**config.mk**
```make
export PLATFORM = sky130hd
export DESIGN_NAME = tone_decoder
export DESIGN_NICKNAME = d
export VERILOG_FILES = /design/src/rtl/tone_pkg.sv /design/src/rtl/tone_edge_sync.sv /design/src/rtl/tone_decoder.sv
export SDC_FILE = /design/constraint.sdc
export NUM_CORES = 1
export LEC_CHECK = 0
export ABC_AREA = 1
export ABC_CLOCK_PERIOD_IN_PS = 3300
export CELL_PAD_IN_SITES_DETAIL_PLACEMENT = 2
export CELL_PAD_IN_SITES_GLOBAL_PLACEMENT = 2
export CORE_ASPECT_RATIO = 1.1
export CORE_UTILIZATION = 33
export CTS_BUF_LIST = sky130_fd_sc_hd__clkbuf_8
export DETAILED_ROUTE_END_ITERATION = 7
export GPL_ROUTABILITY_DRIVEN = 0
export GPL_TIMING_DRIVEN = 1
export PLACE_DENSITY = 0.79
export SETUP_SLACK_MARGIN = 0.4
export SLEW_MARGIN = 20
export SYNTH_ARGS = -nofsm -noshare
export SYNTH_HDL_FRONTEND = slang
export SYNTH_HIERARCHICAL = 1
export SYNTH_SLANG_ARGS = --single-unit
export TNS_END_PERCENT = 10
```
**constraint.sdc**
```tcl
create_clock -name clk -period 3.3 [get_ports clk]
set_clock_uncertainty 0.15 [all_clocks]
set_input_delay 0.495 -clock clk [delete_from_list [all_inputs] [get_ports clk]]
set_output_delay 0.495 -clock clk [all_outputs]
set_load 0.02 [all_outputs]
```
**src/rtl/tone_pkg.sv**
```systemverilog
// rtl/tone_pkg.sv - note table, tolerance, lock threshold, encodings and window classifier
package tone_pkg;

    localparam int TOL_SHIFT    = 5;
    localparam int LOCK_MATCHES = 4;

    typedef enum logic [2:0] {
        NOTE_NONE = 3'd0,
        NOTE_DO   = 3'd1,
        NOTE_RE   = 3'd2,
        NOTE_MI   = 3'd3,
        NOTE_FA   = 3'd4,
        NOTE_SO   = 3'd5,
        NOTE_LA   = 3'd6,
        NOTE_XI   = 3'd7
    } note_e;

    typedef enum logic [1:0] {
        ST_IDLE    = 2'd0,
        ST_FIRST   = 2'd1,
        ST_ACQUIRE = 2'd2,
        ST_LOCKED  = 2'd3
    } state_e;

    // Nominal half-periods in clk cycles, indexed by note_id.
    localparam logic [7:1][15:0] NOMINAL = {
        16'd25310, 16'd28411, 16'd31889, 16'd35792,
        16'd37920, 16'd42569, 16'd47775
    };

    // Seven parallel window compares; the mi and fa windows touch, so the lower note_id wins.
    function automatic logic [2:0] classify(input logic [15:0] h, input int scale);
        logic [2:0]  cls;
        logic [15:0] nom;
        logic [15:0] tol;
        cls = 3'd0;
        for (int k = 7; k >= 1; k--) begin
            nom = NOMINAL[k] >> scale;
            tol = nom >> TOL_SHIFT;
            if ((h >= nom - tol) && (h <= nom + tol)) begin
                cls = 3'(k);
            end
        end
        return cls;
    endfunction

endpackage

```
**src/rtl/tone_edge_sync.sv**
```systemverilog
// rtl/tone_edge_sync.sv - two-flop synchronizer with either-polarity edge detect
module tone_edge_sync (
    input  logic clk,
    input  logic rst,
    input  logic din,
    output logic dout,
    output logic edge_det
);

    logic s1;
    logic s2;
    logic prev;

    always_ff @(posedge clk) begin
        if (rst) begin
            s1   <= 1'b0;
            s2   <= 1'b0;
            prev <= 1'b0;
        end else begin
            s1   <= din;
            s2   <= s1;
            prev <= s2;
        end
    end

    assign dout     = s2;
    assign edge_det = s2 ^ prev;

endmodule

```
**src/rtl/tone_decoder.sv**
```systemverilog
// rtl/tone_decoder.sv - measures tone_in half-period and locks onto one of seven notes
module tone_decoder
    import tone_pkg::*;
#(
    parameter int          SCALE   = 0,
    parameter logic [15:0] CNT_MAX = 16'hFFFF
) (
    input  logic        clk,
    input  logic        rst,
    input  logic        tone_in,
    output logic [2:0]  note_id,
    output logic        note_valid,
    output logic        note_change,
    output logic [15:0] half_period
);

    logic        sync_unused;
    logic        edge_det;
    logic [15:0] cnt;
    logic        sat;
    logic [2:0]  cls;

    state_e      state;
    state_e      state_n;
    logic [2:0]  cand;
    logic [2:0]  cand_n;
    logic [2:0]  match;
    logic [2:0]  match_n;
    logic [2:0]  note_n;

    tone_edge_sync u_sync (
        .clk      (clk),
        .rst      (rst),
        .din      (tone_in),
        .dout     (sync_unused),
        .edge_det (edge_det)
    );

    always_ff @(posedge clk) begin
        if (rst) begin
            cnt         <= 16'd0;
            half_period <= 16'd0;
        end else if (edge_det) begin
            cnt         <= 16'd1;
            half_period <= cnt;
        end else if (cnt != CNT_MAX) begin
            cnt <= cnt + 16'd1;
        end
    end

    assign sat = (cnt == CNT_MAX);
    assign cls = classify(cnt, SCALE);

    always_comb begin
        state_n = state;
        cand_n  = cand;
        match_n = match;
        note_n  = note_id;
        if (edge_det) begin
            unique case (state)
                ST_IDLE: begin
                    state_n = ST_FIRST;
                end
                ST_FIRST, ST_ACQUIRE: begin
                    state_n = ST_ACQUIRE;
                    if ((cls != NOTE_NONE) && (cls == cand)) begin
                        match_n = match + 3'd1;
                    end else begin
                        cand_n  = cls;
                        match_n = {2'b00, cls != NOTE_NONE};
                    end
                    if (match_n == 3'(LOCK_MATCHES)) begin
                        state_n = ST_LOCKED;
                        note_n  = cand_n;
                    end
                end
                ST_LOCKED: begin
                    if (cls != cand) begin
                        state_n = ST_ACQUIRE;
                        note_n  = NOTE_NONE;
                        cand_n  = cls;
                        match_n = {2'b00, cls != NOTE_NONE};
                    end
                end
            endcase
        end else if (sat) begin
            // An edge in the saturation cycle takes the branch above instead.
            state_n = ST_IDLE;
            note_n  = NOTE_NONE;
            cand_n  = 3'd0;
            match_n = 3'd0;
        end
    end

    always_ff @(posedge clk) begin
        if (rst) begin
            state       <= ST_IDLE;
            cand        <= 3'd0;
            match       <= 3'd0;
            note_id     <= 3'd0;
            note_valid  <= 1'b0;
            note_change <= 1'b0;
        end else begin
            state       <= state_n;
            cand        <= cand_n;
            match       <= match_n;
            note_id     <= note_n;
            note_valid  <= (state_n == ST_LOCKED);
            note_change <= (note_n != note_id);
        end
    end

endmodule

```
# Word level (Yosys, flattened, before mapping)
# Cells that the tools add are included.
# word_totals
reg_bits	48
latch_bits	0
mem_bits_rw	0
mem_bits_ro	0
input_bits	3
output_inout_bits	21
word_cells	86
memories	0
# classes
n_addsub	2
mul	0
div_mod_pow	0
order_cmp	14
eq_ne	12
shift	0
n_mux	30
bitwise	1
n_reduce_logical	15
# op_table
cell	n
less-or-equal comparator 16 bit, second input constant	5
greater-or-equal comparator 16 bit, second input constant	4
two-way mux 3 bit	20
greater-or-equal comparator 16 x 15 -> 1 bit, second input constant	3
less-or-equal comparator 16 x 15 -> 1 bit, second input constant	2
one-hot mux 3 bit (2 select lines)	3
adder 16 x 1 -> 16 bit, second input constant	1
== test 16 bit, second input constant	1
!= test 16 bit, second input constant	1
logical AND 1 bit	8
== test 2 bit, second input constant	3
two-way mux 2 bit	3
!= test 3 bit	2
one-hot mux 2 bit (3 select lines)	1
nonzero test 2 bit	2
OR reduction 2 bit	2
adder 3 x 1 -> 3 bit, second input constant	1
== test 3 bit	1
== test 3 bit, second input constant	1
two-way mux 1 bit	3
!= test 3 x 1 -> 1 bit, second input constant	1
!= test 3 bit, second input constant	1
AND reduction 3 bit	1
nonzero test 3 bit	1
3 further kinds	3

# Longest topological paths before layout
# depth
ltp_word	19
depth_mapped	26
ltp_nobuf	26

# Cells and area by module
# The synthesis kept the hierarchy.
# modules_own_cells
mod	n_inst	cells_per_inst	area_each_um2	seq_area_each_um2
tone_decoder	1	490	2992.9	900.9
tone_edge_sync	1	13	97.6	60.1

# Worst setup path after synthesis
# No wires, ideal clock.
# synth_path
path_kind	reg-to-reg
startpoint	register cnt[0]
endpoint	register note_change
setup_ps	128
arrival_ps	2383
required_time_ps	3022
slack_ps	639
path_stages_with_launch	27
path_buffers	0
period_less_slack_ps	2661
path_cell_list	dfxtp_1 -> inv_1 -> ha_1 -> o21ai_0 -> nand2_1 -> nand2_1 -> nand2_1 -> nand2_1 -> nand2_1 -> nand2_1 -> nand2_1 -> nor2_1 -> nand3_1 -> nand2_1 -> nand2_1 -> nor2_4 -> nand3_2 -> nor2_4 -> nand2_2 -> nand2_1 -> nand3_1 -> nand2_1 -> nand2_1 -> nand3_1 -> nand3_1 -> nor2_1 -> nor2_1
# synth_between
elab_chain_cells	19
word_cells_on_any_way	44
classes_between	order compare (14); eq/ne (5); mux (16); reduce/logical (9)
# synth_rtl
element	line	source
start, declared	tone_decoder.sv:19	logic [15:0] cnt;
start signal, assigned	tone_decoder.sv:47	cnt <= cnt + 16'd1;
greater-or-equal comparator 16 x 15 -> 1 bit / less-or-equal comparator 16 x 15 -> 1 bit (equally long branches)	tone_pkg.sv:40	if ((h >= nom - tol) && (h <= nom + tol)) begin
logical AND 1 bit	tone_pkg.sv:40	
two-way mux 3 bit (7 in series)	tone_pkg.sv:40	
== test 3 bit / nonzero test 3 bit (equally long branches)	tone_decoder.sv:66, tone_decoder.sv:70	
logical AND 1 bit	tone_decoder.sv:66	if ((cls != NOTE_NONE) && (cls == cand)) begin
two-way mux 3 bit	tone_decoder.sv:66	
two-way mux 3 bit	tone_decoder.sv:60	unique case (state)
two-way mux 3 bit	tone_decoder.sv:59	if (edge_det) begin
== test 3 bit	tone_decoder.sv:72	if (match_n == 3'(LOCK_MATCHES)) begin
two-way mux 3 bit	tone_decoder.sv:72	
one-hot mux 3 bit (2 select lines)	tone_decoder.sv:60	
two-way mux 3 bit *	tone_decoder.sv:59	
!= test 3 bit *	tone_decoder.sv:109	note_change <= (note_n != note_id);
end signal, assigned	tone_decoder.sv:109	
end, declared	tone_decoder.sv:13	output logic note_change,
# Every way passes the cells marked *; elsewhere a longest branch is shown, timed or not. The select of a mux whose other input is x is not followed.
# A chain may end at the register's enable or synchronous reset.

# Final worst setup path
# Same ends and word-level chain as after synthesis.

==> results.toml <==
[synthesis]
synth_warnings = 6
ys_seq_area_frac = 0.3109
synth-seq-cells = 48
yosys.cell_types.count = 31
synthCells = 503
synth_edf_count = 0
avgSynthCellArea_sq_um = 6.144
synth_ff_type = "dfxtp_1"
synth_fp_nets = 514
synthArstFlopShare = 0
syn-cell-area_sq_mm = 0.003090

[clocking]
clkSlewWorstSetupHoldPaths_ns = 0.11
cts_tree = "yes"
htreeDepth = 2
numCtsBuffers = 5
max-clock-path-buffers = 2
cts_root_buffer = "clkbuf_8"
cts_hold_buf = 0
clock-sinks = 48
insertion_delay_ns = 0.33

[pwr]
leakage_uw = 0.001791
powerDensity_mw_per_mm2 = 287.0
irDropWorstVdd_v = 0.0001961

[floorplan]
die_height_um = 103.5
fp.dieW_um = 94.27
std_cell_rows = 36
coreArea_sq_mm = 0.008964
die_area_sq_mm = 0.009756
initial_core_util = 0.3448
boundaryPins = 24

[timing]
fmax_ghz = 0.3259
rsz0062_at_grt = "yes"
holdWs_ns = 0.2664
setup_viol = 0
post-route-period-util = 0.9299
worst_pin_slew_ns = 0.4879
hold_viol_final = 0
maxSlewViolCount = 0
finalCriticalPeriod_ns = 3.069
maxSlewHeadroom = 0.6717

[final_layout]
diodes = 0
stdcell_count = 670
syn_to_final_growth_pct = 34.37
final_area_sq_mm = 0.004153
fillCellCount = 1059
drive_gt1_frac = 0.2644
finalNetCount = 566

[setup_path]
cp.required_ns = 3.37
crit_type = "reg -> reg"
cp.arrival_ns = 3.14
start_kind = "flip-flop"
cp_max_fo = 4
crit_path_end_kind = "flip-flop"

[place]
io_buffers = 23
place_area_sq_mm = 0.003536
dp.cells = 645
dp.final_hpwl_um = 9589

[detailed_routing]
drt_iter0_drc = 87
via_per_inst = 5.390
firstDrtPassIters = 4
wl_per_cell_um = 19.55
drt_wl_total_um = 13100
drc = 0
ant_nets = 0
vias = 3611

[grt]
antenna_found_initial = 0
grt_pass1_vias = 3843
grt_max_degree = 32
grt_usage = 0.2698
grt_pass1_wl_um = 19630
overflow = 0

[hold_path]
hold_class = "reg -> reg"

[run]
drv_cap = 0

[outcome]
status = "complete, no violations"
[kinds of logic (layout without fill, tap and decap cells)]
| family | count (synthesis) | count (layout) | synth area share |
|---|---|---|---|
| compound gates | 87 | 87 | 0.1538 |
| xor+xnor | 6 | 6 | 0.01700 |
| fa+ha+maj | 8 | 8 | 0.03239 |
| buf+inv | 84 | 137 | 0.1040 |
| flops | 48 | 48 | 0.3109 |
| simple gates | 270 | 270 | 0.3818 |
[final cells by class]
class	count	area, sq um	area share
Clock buffer	6	82.58	0.01989
Clock inverter	2	13.76	0.003314
Inverter	73	291.5	0.07020
Multi-Input combinational cell	371	2090	0.5032
Sequential cell	48	1013	0.2440
Tap cell	114	142.6	0.03435
Timing Repair Buffer	56	519.2	0.1250
[state kept, by name (all words and copies together) (netlist names), 2 cells and up]
| name | count |
|---|---|
| cand | 3 |
| cnt | 16 |
| half_period | 16 |
| match | 3 |
| note_id | 3 |
| state | 2 |
[where the power goes]
| part | internal, uW | switching, uW |
|---|---|---|
| clock network | 172 | 235 |
| registers | 590 | 16.1 |
| logic | 70.6 | 108 |
[worst max-delay path: stages, from the launching register on]
cell and delay, ns:
dfxtp_4 0.39, buf_12 0.13, ha_4 0.16, inv_2 0.04, nand2_1 0.06, nand4_1 0.12
nand2_1 0.07, nand2_1 0.10, nand2_2 0.08, nand2_2 0.11, nand4_1 0.20, nand2_1 0.14
nand2_1 0.07, nor2_2 0.12, nand2_2 0.08, buf_4 0.16, o31ai_1 0.24, inv_1 0.09
nand2_2 0.08, nand2_2 0.06, nand3_2 0.07, nand3_2 0.08, nor2_2 0.10, nor2_1 0.05
[synth_stat cells, types with 3 or more instances]
master / instances / area (sq um)
xor2_1: 5 / 43.79
nor2_4: 4 / 45.04
dfxtp_1: 48 / 960.9
nand4_1: 11 / 68.82
nand3_1: 43 / 215.2
o21ai_0: 30 / 150.1
inv_2: 6 / 22.52
nor2_2: 5 / 31.28
a31oi_1: 3 / 18.77
a211oi_1: 3 / 22.52
buf_2: 4 / 20.02
ha_1: 8 / 100.1
o31ai_1: 3 / 22.52
nor3_1: 10 / 50.05
nor2_1: 59 / 221.5
a21oi_1: 40 / 200.2
clkbuf_1: 5 / 18.77
nand2_1: 128 / 480.5
inv_1: 67 / 251.5
nand2_2: 6 / 37.54
[metal layers]
metal / wire, um / track usage / up-vias
met3: 260 / 0.03363 / 32
met1: 5159 / 0.2805 / 1788
met2: 7174 / 0.5379 / 62
met5: 0 / 0 / -
met4: 505 / 0.1160 / 0
li1: - / - / 1729
[worst paths after layout]
check             slack, ns       from     endpoint  cells past startpoint
setup / recovery       0.23     cnt[0]  note_change                     23
hold / removal         0.27  u_sync/s1  u_sync/dout                      2
setup reg to reg       0.23     cnt[0]  note_change                     23
hold reg to reg        0.27  u_sync/s1  u_sync/dout                      2
[stage by stage]
stage                TNS, ns  total power [uW]  utilization  setup slack, ns
floorplan                  0             710.6            -           0.6390
global placement           0             773.7       0.3945           0.1766
detailed placement         0             779.3       0.3945          0.02281
CTS                        0              1197       0.4366           0.3452
global route        -0.02577              1243       0.4633         -0.02577
finish                     0              1192       0.4633           0.2312
[placed cells by master (no fill, tap or decap), types with 2 or more instances in the layout]
| master | n |
|---|---|
| nor3_1 | 10 |
| dfxtp_1 | 32 |
| nand2_1 | 106 |
| nand3_1 | 35 |
| dfxtp_2 | 3 |
| a211oi_1 | 3 |
| dfxtp_4 | 13 |
| inv_4 | 7 |
| nor4_1 | 2 |
| a21oi_1 | 40 |
| clkdlybuf4s50_1 | 23 |
| nor2_1 | 43 |
| inv_1 | 56 |
| nor2_4 | 12 |
| o21ai_0 | 26 |
| a31oi_1 | 3 |
| clkbuf_8 | 6 |
| ha_4 | 3 |
| o21ai_2 | 4 |
| ha_1 | 5 |
| nor2_2 | 13 |
| buf_12 | 3 |
| xor2_1 | 5 |
| o21ai_4 | 2 |
| nand2_2 | 24 |
| inv_2 | 10 |
| nand2_4 | 4 |
| nand3_2 | 9 |
| nand4_1 | 11 |
| a32oi_1 | 2 |
| o211ai_1 | 2 |
| buf_4 | 29 |
[timing repair]
action | 4_1_cts | 5_1_grt
gates resized for setup | 76 | 49
gates cloned | 0 | 0
setup endpoints to repair | 12 | 13
pin swaps | 17 | 31
setup buffers | 8 | 9
Power figures use the tool's default switching activity.
